**config.mk**
```make
export PLATFORM = sky130hd
export DESIGN_NAME = function_table_interp
export DESIGN_NICKNAME = d
export VERILOG_FILES = /design/src/rtl/function_table_interp_pkg.sv /design/src/rtl/function_table_interp_lane.sv /design/src/rtl/function_table_interp.sv
export SDC_FILE = /design/constraint.sdc
export NUM_CORES = 1
export LEC_CHECK = 0
export CAP_MARGIN = 5
export CORE_UTILIZATION = 45
export CTS_CLUSTER_SIZE = 10
export DETAILED_ROUTE_END_ITERATION = 7
export PLACE_DENSITY_LB_ADDON = 0.1
export SETUP_SLACK_MARGIN = 0.3
export SYNTH_ARGS = -nofsm -noshare
export SYNTH_HDL_FRONTEND = slang
export SYNTH_SLANG_ARGS = --single-unit
```
**constraint.sdc**
```tcl
create_clock -name iCLK -period 14.5 [get_ports iCLK]
set_input_delay 4.35 -clock iCLK [delete_from_list [all_inputs] [get_ports iCLK]]
set_output_delay 4.35 -clock iCLK [all_outputs]
set_load 0.05 [all_outputs]
```
**src/rtl/function_table_interp_pkg.sv**
```systemverilog
// Shared state encoding, target codes and elaboration-time helpers used to
// build the interpolation node table for function_table_interp.
package func_table_pkg;

  localparam int TGT_TANH     = 32'sd0;
  localparam int TGT_SIGMOID  = 32'sd1;
  localparam int TGT_IDENTITY = 32'sd2;

  typedef enum logic [1:0] {
    ST_IDLE  = 2'd0,
    ST_RUN   = 2'd1,
    ST_DRAIN = 2'd2,
    ST_DONE  = 2'd3
  } state_e;

  function automatic int saturate(input int value, input int width);
    int hi;
    int lo;
    hi = (32'sd1 <<< (width - 32'sd1)) - 32'sd1;
    lo = -(32'sd1 <<< (width - 32'sd1));
    if (value > hi) begin
      return hi;
    end else if (value < lo) begin
      return lo;
    end else begin
      return value;
    end
  endfunction

  function automatic int roundHalfAway(input real r);
    if (r >= 0.0) begin
      return $rtoi(r + 0.5);
    end else begin
      return -$rtoi(0.5 - r);
    end
  endfunction

  // Node idx sits at offset-binary code idx<<FRAC_BITS, i.e. x_int = that code minus the sign offset.
  function automatic int nodeValue(input int idx, input int segBits, input int widthX,
                                   input int widthY, input real scaleX, input real scaleY,
                                   input int tgt);
    int  xInt;
    real xReal;
    real fx;
    xInt  = idx * (32'sd1 <<< (widthX - segBits)) - (32'sd1 <<< (widthX - 32'sd1));
    xReal = real'(xInt) / scaleX;
    case (tgt)
      TGT_SIGMOID:  fx = 1.0 / (1.0 + $exp(-xReal));
      TGT_IDENTITY: fx = xReal;
      default:      fx = $tanh(xReal);
    endcase
    return saturate(roundHalfAway(fx * scaleY * real'((32'sd1 <<< (widthY - 32'sd1)) - 32'sd1)),
                    widthY);
  endfunction

endpackage

```
**src/rtl/function_table_interp_lane.sv**
```systemverilog
// Shared 3-stage interpolation lane: node lookup, slope multiply, round and
// saturate. The channel tag travels alongside each sample.
module function_interp_lane
  import func_table_pkg::*;
#(
  parameter int  WIDTH_X  = 10,
  parameter int  WIDTH_Y  = 8,
  parameter int  SEG_BITS = 5,
  parameter real SCALE_X  = 32.0,
  parameter real SCALE_Y  = 1.0,
  parameter int  TGT      = TGT_TANH,
  parameter int  TAG_W    = 2
) (
  input  logic                      iCLK,
  input  logic                      iRST,
  input  logic                      iValid,
  input  logic signed [WIDTH_X-1:0] iX,
  input  logic        [TAG_W-1:0]   iTag,
  output logic                      oValid,
  output logic signed [WIDTH_Y-1:0] oY,
  output logic        [TAG_W-1:0]   oTag
);

  localparam int FRAC_BITS = WIDTH_X - SEG_BITS;
  localparam int NODES     = (32'sd1 <<< SEG_BITS) + 32'sd1;
  localparam int DIFF_W    = WIDTH_Y + 1;
  localparam int PROD_W    = WIDTH_Y + 1 + FRAC_BITS;
  localparam logic [WIDTH_X-1:0]  SIGN_FLIP  = {1'b1, {(WIDTH_X-1){1'b0}}};
  localparam logic signed [31:0]  ROUND_HALF = 32'sd1 <<< (FRAC_BITS - 1);

  logic signed [WIDTH_Y-1:0] nodeLut_s [NODES];
  logic        [WIDTH_X-1:0] u_s;
  logic        [SEG_BITS:0]  idx_s;
  logic        [SEG_BITS:0]  idxNext_s;
  logic signed [DIFF_W-1:0]  diff_s;
  logic signed [PROD_W-1:0]  prod_s;
  logic signed [31:0]        sum_s;

  logic                      s1Valid_r;
  logic        [TAG_W-1:0]   s1Tag_r;
  logic signed [WIDTH_Y-1:0] s1Y0_r;
  logic signed [WIDTH_Y-1:0] s1Y1_r;
  logic      [FRAC_BITS-1:0] s1Frac_r;
  logic                      s2Valid_r;
  logic        [TAG_W-1:0]   s2Tag_r;
  logic signed [WIDTH_Y-1:0] s2Y0_r;
  logic signed [PROD_W-1:0]  s2Prod_r;

  for (genvar g = 0; g < NODES; g++) begin : gNode
    assign nodeLut_s[g] = WIDTH_Y'(nodeValue(g, SEG_BITS, WIDTH_X, WIDTH_Y, SCALE_X, SCALE_Y, TGT));
  end

  // Extra node at index 2^SEG_BITS keeps idx+1 in range for the top segment.
  assign u_s       = iX ^ SIGN_FLIP;
  assign idx_s     = {1'b0, u_s[WIDTH_X-1:FRAC_BITS]};
  assign idxNext_s = idx_s + {{SEG_BITS{1'b0}}, 1'b1};
  assign diff_s    = DIFF_W'(s1Y1_r) - DIFF_W'(s1Y0_r);
  assign prod_s    = PROD_W'(diff_s) * PROD_W'($signed({1'b0, s1Frac_r}));
  assign sum_s     = 32'(s2Y0_r) + ((32'(s2Prod_r) + ROUND_HALF) >>> FRAC_BITS);

  // Pipeline registers for S1 (lookup), S2 (slope product) and S3 (rounded result).
  always_ff @(posedge iCLK or posedge iRST) begin
    if (iRST) begin
      s1Valid_r <= 1'b0;
      s1Tag_r   <= '0;
      s1Y0_r    <= '0;
      s1Y1_r    <= '0;
      s1Frac_r  <= '0;
      s2Valid_r <= 1'b0;
      s2Tag_r   <= '0;
      s2Y0_r    <= '0;
      s2Prod_r  <= '0;
      oValid    <= 1'b0;
      oTag      <= '0;
      oY        <= '0;
    end else begin
      s1Valid_r <= iValid;
      s1Tag_r   <= iTag;
      s1Y0_r    <= nodeLut_s[idx_s];
      s1Y1_r    <= nodeLut_s[idxNext_s];
      s1Frac_r  <= u_s[FRAC_BITS-1:0];
      s2Valid_r <= s1Valid_r;
      s2Tag_r   <= s1Tag_r;
      s2Y0_r    <= s1Y0_r;
      s2Prod_r  <= prod_s;
      oValid    <= s2Valid_r;
      oTag      <= s2Tag_r;
      oY        <= WIDTH_Y'(saturate(sum_s, WIDTH_Y));
    end
  end

endmodule

```
**src/rtl/function_table_interp.sv**
```systemverilog
// Multi-channel activation block: captures a vector, streams its channels
// through one shared interpolation lane and presents the assembled result.
module function_table_interp
  import func_table_pkg::*;
#(
  parameter int    WIDTH_X  = 10,
  parameter int    WIDTH_Y  = 8,
  parameter int    SEG_BITS = 5,
  parameter int    CHANNELS = 4,
  parameter real   SCALE_X  = 32.0,
  parameter real   SCALE_Y  = 1.0,
  parameter string TARGET   = "tanh"
) (
  input  logic                         iCLK,
  input  logic                         iRST,
  input  logic                         iValid,
  output logic                         oReady,
  input  logic [CHANNELS*WIDTH_X-1:0]  iData,
  output logic                         oValid,
  input  logic                         iReady,
  output logic [CHANNELS*WIDTH_Y-1:0]  oData
);

  localparam int CH_W = (CHANNELS > 1) ? $clog2(CHANNELS) : 1;
  localparam int TGT  = (TARGET == "tanh")     ? TGT_TANH     :
                        (TARGET == "sigmoid")  ? TGT_SIGMOID  :
                        (TARGET == "identity") ? TGT_IDENTITY : -32'sd1;
  localparam logic [CH_W-1:0] LAST_CH = CH_W'(CHANNELS - 1);

  if (TGT < 0) begin : gBadTarget
    $error("function_table_interp: unsupported TARGET \"%s\"", TARGET);
  end

  state_e                      state_r;
  state_e                      nextState_s;
  logic [CH_W-1:0]             chCnt_r;
  logic [CHANNELS*WIDTH_X-1:0] inVec_r;
  logic                        accept_s;
  logic                        issue_s;
  logic signed [WIDTH_X-1:0]   laneX_s;
  logic                        laneValid_s;
  logic signed [WIDTH_Y-1:0]   laneY_s;
  logic [CH_W-1:0]             laneTag_s;

  assign laneX_s = inVec_r[chCnt_r*WIDTH_X +: WIDTH_X];
  assign oValid  = (state_r == ST_DONE);

  function_interp_lane #(
    .WIDTH_X (WIDTH_X),
    .WIDTH_Y (WIDTH_Y),
    .SEG_BITS(SEG_BITS),
    .SCALE_X (SCALE_X),
    .SCALE_Y (SCALE_Y),
    .TGT     (TGT),
    .TAG_W   (CH_W)
  ) uLane (
    .iCLK  (iCLK),
    .iRST  (iRST),
    .iValid(issue_s),
    .iX    (laneX_s),
    .iTag  (chCnt_r),
    .oValid(laneValid_s),
    .oY    (laneY_s),
    .oTag  (laneTag_s)
  );

  // Next-state, accept and issue decode; DONE passes iReady through for back-to-back vectors.
  always_comb begin
    nextState_s = state_r;
    accept_s    = 1'b0;
    issue_s     = 1'b0;
    oReady      = 1'b0;
    case (state_r)
      ST_IDLE: begin
        oReady = ~iRST;
        if (iValid && !iRST) begin
          accept_s    = 1'b1;
          nextState_s = ST_RUN;
        end else begin
          nextState_s = ST_IDLE;
        end
      end
      ST_RUN: begin
        issue_s = 1'b1;
        if (chCnt_r == LAST_CH) begin
          nextState_s = ST_DRAIN;
        end else begin
          nextState_s = ST_RUN;
        end
      end
      ST_DRAIN: begin
        if (laneValid_s && (laneTag_s == LAST_CH)) begin
          nextState_s = ST_DONE;
        end else begin
          nextState_s = ST_DRAIN;
        end
      end
      ST_DONE: begin
        oReady = iReady;
        if (iReady && iValid) begin
          accept_s    = 1'b1;
          nextState_s = ST_RUN;
        end else if (iReady) begin
          nextState_s = ST_IDLE;
        end else begin
          nextState_s = ST_DONE;
        end
      end
      default: nextState_s = ST_IDLE;
    endcase
  end

  // State, channel counter, captured input vector and per-slot result writes.
  always_ff @(posedge iCLK or posedge iRST) begin
    if (iRST) begin
      state_r <= ST_IDLE;
      chCnt_r <= '0;
      inVec_r <= '0;
      oData   <= '0;
    end else begin
      state_r <= nextState_s;
      if (accept_s) begin
        inVec_r <= iData;
        chCnt_r <= '0;
      end else if (issue_s) begin
        chCnt_r <= chCnt_r + CH_W'(1'b1);
      end
      if (laneValid_s) begin
        oData[laneTag_s*WIDTH_Y +: WIDTH_Y] <= laneY_s;
      end
    end
  end

endmodule

```
==> impl_results.md, run 1 <==
- Reg clk slew, reported paths: 0.06 ns
- Synth area leader: dfrtp_1
- Synth Cell Area: 0.00745 mm2
- Gate Count Post-Synth: 645
- Setup TNS: 0 ns
- CP max FO: 56
- GRT Residual Overflow: 0
- Top post-synthesis cells by area: dfrtp_1, ha_1, fa_1
- Antenna diodes: 0
- WS Path Type: input pin to output port
- DIE AREA: 0.0171 mm2
- Startpoint types: input pin
- Syn_nets: 780
- Worst Hold Launch: uLane.s1Tag_r[0]
- Clock sink total: 126
- CTS tree: done
- Die H: 131 um
- FF+latch count, synth: 126
- CTS Root Cell: clkbuf_16
- Largest net degree at the start of global routing: 74
- Clock Path Buffers: 2
- Core footprint: 0.0160 mm2
- Worst EP arrival: 6.45 ns
- Drt pass-1 iters: 4
- Seq/Total Area, Yosys: 42.3%
- Port bufs: 77
- Post-CTS Setup Bufs: 0
- Tot GR Track Use: 19.1%
- Via count: 5029
- Drt drc: 0
- Final antenna-violating net count: 0
- Highest clock rate: 92.6 MHz
- Async SR Flop Fraction: 100%
- Crit path largest cell delay: 0.83 ns
- Via-per-instance ratio: 5.22
- Initial antenna violation count: 1
- Slew headroom: 37.7%
- Fin nets: 869
- Top-count cell post-synth: dfrtp_1
- I/O pins: 78
- PostCTS Resize Cnt: 0
- Crit path buf inv count: 3
- Routability cong.: 0.881
- Worst Path Required: 10.15 ns
- # hold bufs at CTS: 0
- TritonCTS buffer count: 17
- Slew Limit Fails: 0
- Vias in the first global route: 5087
- Die W: 131 um
- Worst Setup SP: iRST
- Clk Latency, worst-skew pair: 0.42 ns
- Clock skew: 0.00662 ns
- Fin crit share: 74.5%
- CP max-delay cell: clkdlybuf4s50_1
- Drt total wl: 14.7 mm
- Synth warn: 0
- Reg2Reg Launch Point: uLane.s1Y0_r[0]
- Critical path's top delay family: buffers and inverters
- Worst setup EP type: output port
- DR WL/cell: 15.3 um
- Max-Cap Viols: 0
- Post-route minimum period: 10.80 ns
- First DRT Iteration DRCs: 237
- Final core utilization: 56.7%
- Hold Vio Cnt, Final: 0
- Layout cells sized above 1: 12.3%
- Outcome: finished, final reports clean
- CP most frequent cell: clkdlybuf4s50_1
- RSZ-0062 raised after global routing: false
- Yosys cell types: 55
- Final setup violation count: 0
- First-pass GRT wire length: 24.9 mm
- Worst-path cell chain: clkdlybuf4s50_1 > inv_4 > a22oi_1 > nor2_1 > clkdlybuf4s50_1
- Placement row count: 46
- Worst Max-Slew Pin Slew: 0.926 ns
- Synth-to-Final Area Change: 21.7%
- Post-synth EDFFs: 0
- Yosys top cell area share: 42.3%
- Initial core utilization: 46.6%
- Ys flop type: dfrtp_1
- Syn_area_per_cell: 11.6 um2
- Hpwl dp: 11.4 mm
- Worst hold path class: flip-flop to flip-flop
- H-tree depth: 4
- Post-synth top cells: dfrtp_1, inv_1, ha_1, mux2_2, nand2_1
placed cells by master, fill, tap and decap left out, types with 10 or more instances in the layout:
cell / synthesis / routed
inv_1: 70 / 69
ha_1: 63 / 63
nor2_1: 22 / 22
mux2_2: 44 / 44
o21ai_0: 19 / 19
nor2b_1: 16 / 16
xnor2_1: 20 / 20
a21o_1: 10 / 10
clkbuf_16: 0 / 17
dfrtp_1: 126 / 126
a22o_1: 32 / 32
and2_1: 20 / 19
xor2_1: 12 / 12
a21oi_1: 19 / 19
nand2_1: 34 / 34
fa_1: 28 / 28
clkdlybuf4s50_1: 0 / 77
path summary, 6_finish.rpt:
path                                           end  slack (ns)  cells past startpoint
worst max-delay path                        oReady        3.70                      5
worst min-delay path              uLane.s2Tag_r[0]        0.35                      0
worst max register to register  uLane.s2Prod_r[12]        9.20                     18
worst min register to register    uLane.s2Tag_r[0]        0.35                      0
max in group asynchronous              inVec_r[19]        8.74                      3
min in group asynchronous                 oData[2]        4.38                      2
state kept, by name (all words and copies together) (netlist names):
| register | flops |
|---|---|
| inVec_r | 40 |
| oData | 32 |
| uLane.s2Prod_r | 10 |
| uLane.oY | 8 |
| uLane.s1Y0_r | 6 |
| uLane.s1Y1_r | 6 |
| uLane.s2Y0_r | 6 |
| uLane.s1Frac_r | 5 |
| chCnt_r | 2 |
| state_r | 2 |
| uLane.oTag | 2 |
| uLane.s1Tag_r | 2 |
| uLane.s2Tag_r | 2 |
| uLane.oValid | 1 |
| uLane.s1Valid_r | 1 |
| uLane.s2Valid_r | 1 |
through the flow:
stage / cell area (um2) / cells / hold slack [ns] / setup slack (ns)
floorplan: 7450 / 645 / 0.331 / 2.03
global placement: 8470 / 931 / 0.332 / 3.63
detailed placement: 8470 / 931 / 0.336 / 3.60
CTS: 9070 / 963 / 0.349 / 3.59
global route: 9070 / 963 / 0.355 / 3.49
finish: 9070 / 963 / 0.346 / 3.70
routing by layer:
layer / wire length (um) / GRT usage (%) / vias up
li1: - / - / 2448
met1: 6770 / 25.0 / 2478
met2: 7250 / 31.5 / 93
met3: 601 / 5.01 / 10
met4: 130 / 5.48 / 0
met5: 0 / 0 / -
cell families (layout without fill, tap and decap cells):
logic type               count (synthesis)  count (layout)  share of synthesized area (%)
flip-flops                             126             126                           42.3
buffers and inverters                   82             184                           4.38
AND/OR/NAND/NOR                        135             135                           9.59
adder cells (fa/ha/maj)                 91              91                           18.1
AO/OA/AOI/OAI                          123             123                           11.8
XOR/XNOR                                32              32                           3.76
multiplexers                            56              56                           10.1
area by class of cell:
type,count,area (um2)
Fill cell,1375,6930
Clock inverter,15,174
Sequential cell,126,3150
Multi-Input combinational cell,437,3970
Timing Repair Buffer,82,808
Inverter,70,265
Tap cell,216,270
Clock buffer,17,425
Power of run 1 is left out: the tool's default activity adds up to more than one toggle a clock period on the data nets, which glitch-free logic cannot reach.
==> run 2: changes to the inputs <==
==> constraint.sdc (replaced) <==
create_clock -name iCLK -period 9.4 [get_ports iCLK]
set_input_delay 2.82 -clock iCLK [delete_from_list [all_inputs] [get_ports iCLK]]
set_output_delay 2.82 -clock iCLK [all_outputs]
set_load 0.05 [all_outputs]
==> impl_results.md, run 2 (synthesis gave the netlist of run 1 again) <==
- Outcome: finished, final reports clean
- Drt total wl: 15.2 mm (+3.1%)
- Hpwl dp: 11.5 mm (+0.53%)
- DIE AREA: 0.0171 mm2 (unchanged)
- Final core utilization: 56.6% (-0.10 points)
- # hold bufs at CTS: 0 (unchanged)
- Vias in the first global route: 5276 (+3.7%)
- WS Path Type: input pin to output port
- WL met1: 6.89 mm (+1.8%)
- Via count: 5151 (+2.4%)
- Via-per-instance ratio: 5.34 (+2.3%)
- Hold slack: 0.340 ns (-0.00600 ns)
- Post-route minimum period: 7.21 ns
- Commonest cells after routing, fill and taps aside: dfrtp_1, clkdlybuf4s50_1, inv_1, ha_1, mux2_2
- Clk Latency, worst-skew pair: 0.42 ns (about the same)
- Worst EP arrival: 4.39 ns (-2.06 ns)
- Worst Hold Launch: uLane.s2Tag_r[1]
- Largest net degree at the start of global routing: 74 (unchanged)
- Clock skew: 0.0115 ns (+0.00492 ns)
- Top Registers: inVec_r: 40 flops, oData: 32 flops, uLane.s2Prod_r: 10 flops
- H-tree depth: 4 (unchanged)
- DR WL met2: 7.67 mm (+5.8%)
- Worst Hold Path EP: uLane.oTag[1]
- Initial core utilization: 46.6% (unchanged)
- TritonCTS buffer count: 17 (unchanged)
- Core footprint: 0.0160 mm2 (unchanged)
- Worst R2R Setup Slack: 4.17 ns (-5.03 ns)
- Worst setup EP type: output port
- Antenna diodes: 0 (unchanged)
- Worst Max-Slew Pin Slew: 0.975 ns (+0.0489 ns)
- Worst Path Required: 6.58 ns (-3.57 ns)
- Clock sink total: 126 (unchanged)
- Most flops, register: inVec_r
- Die H: 131 um (unchanged)
- Final setup violation count: 0 (unchanged)
- First DRT Iteration DRCs: 224 (-5.5%)
- Layout cells sized above 1: 12.4% (+0.12 points)
- Slew Limit Fails: 0 (unchanged)
- PostCTS Resize Cnt: 0 (unchanged)
- Max-Cap Viols: 0 (unchanged)
- Fin nets: 870 (+0.12%)
- Worst hold path class: flip-flop to flip-flop
- Port bufs: 77 (unchanged)
- Drt drc: 0 (unchanged)
- Largest register FFs: 40 (unchanged)
- CP max FO: 2 (-96%)
- CTS Root Cell: clkbuf_16
- Hold Vio Cnt, Final: 0 (unchanged)
- Startpoint types: input pin
- Setup TNS: 0 ns (unchanged)
- Routability cong.: 0.874 (-0.84%)
- Tot GR Track Use: 19.6% (+0.45 points)
- First-pass GRT wire length: 25.8 mm (+3.6%)
- Initial antenna violation count: 0 (-1)
- Max layer used: met4
- CTS tree: done
- Drt pass-1 iters: 4 (unchanged)
- Die W: 131 um (unchanged)
- Slew headroom: 35.0% (-2.7 points)
- Highest clock rate: 139 MHz
- Worst Reg2Reg Path Length in Cells: 18 (unchanged)
- I/O pins: 78 (unchanged)
- DR WL/cell: 15.8 um (+3.0%)
- Placement row count: 46 (unchanged)
- Cell depth of the worst hold path: 0 (unchanged)
- Reg2Reg Launch Point: uLane.s1Y0_r[0]
- RSZ-0062 raised after global routing: false
- Routed length on met3: 512 um (-15%)
- Post-CTS Setup Bufs: 0 (unchanged)
- Synth-to-Final Area Change: 21.5%
- Clock Path Buffers: 2 (unchanged)
- Fin crit share: 76.7%
- Commonest non-fill, non-tap cell in the layout: dfrtp_1
- RR Endpoint: uLane.s2Prod_r[12]
- Reg clk slew, reported paths: 0.06 ns (about the same)
- GRT Residual Overflow: 0 (unchanged)
- Final antenna-violating net count: 0 (unchanged)
[run 2: how the worst max path moves through the flow]
stage	to	slack (ns)	startpoint
global route	oReady	2.13	iRST
detailed placement	oReady	2.19	iRST
CTS	oReady	2.18	iRST
global placement	oReady	2.19	iRST
floorplan	oReady	1.25	iRST
finish	oReady	2.19	iRST
[run 2: area by class of cell]
cell class / instances / area, um2
Clock buffer: 17 / 425
Clock inverter: 15 / 149
Fill cell: 1447 / 6950
Inverter: 70 / 267
Multi-Input combinational cell: 437 / 3970
Sequential cell: 126 / 3150
Tap cell: 216 / 270
Timing Repair Buffer: 83 / 816
[run 2: through the flow]
step | std cells | area [um2] | setup WS (ns)
6_report | 964 | 9050 | 2.19
2_1_floorplan | 645 | 7460 | 1.25
4_1_cts | 964 | 9050 | 2.18
3_3_place_gp | 932 | 8480 | 2.19
3_5_place_dp | 932 | 8480 | 2.19
5_1_grt | 964 | 9050 | 2.13
[run 2: critical path, cell delays in order]
cell	delay, ns
clkdlybuf4s50_1	0.51
clkinvlp_4	0.10
a22oi_1	0.19
nor2_1	0.08
clkdlybuf4s50_1	0.70
[run 2: routing by layer]
layer | vias up | global-route usage, %
met1 | 2583 | 25.6
met3 | 11 | 3.58
met2 | 111 | 33.3
met5 | - | 0
met4 | 0 | 5.75
li1 | 2446 | -
Power of run 2 is left out for the same reason.
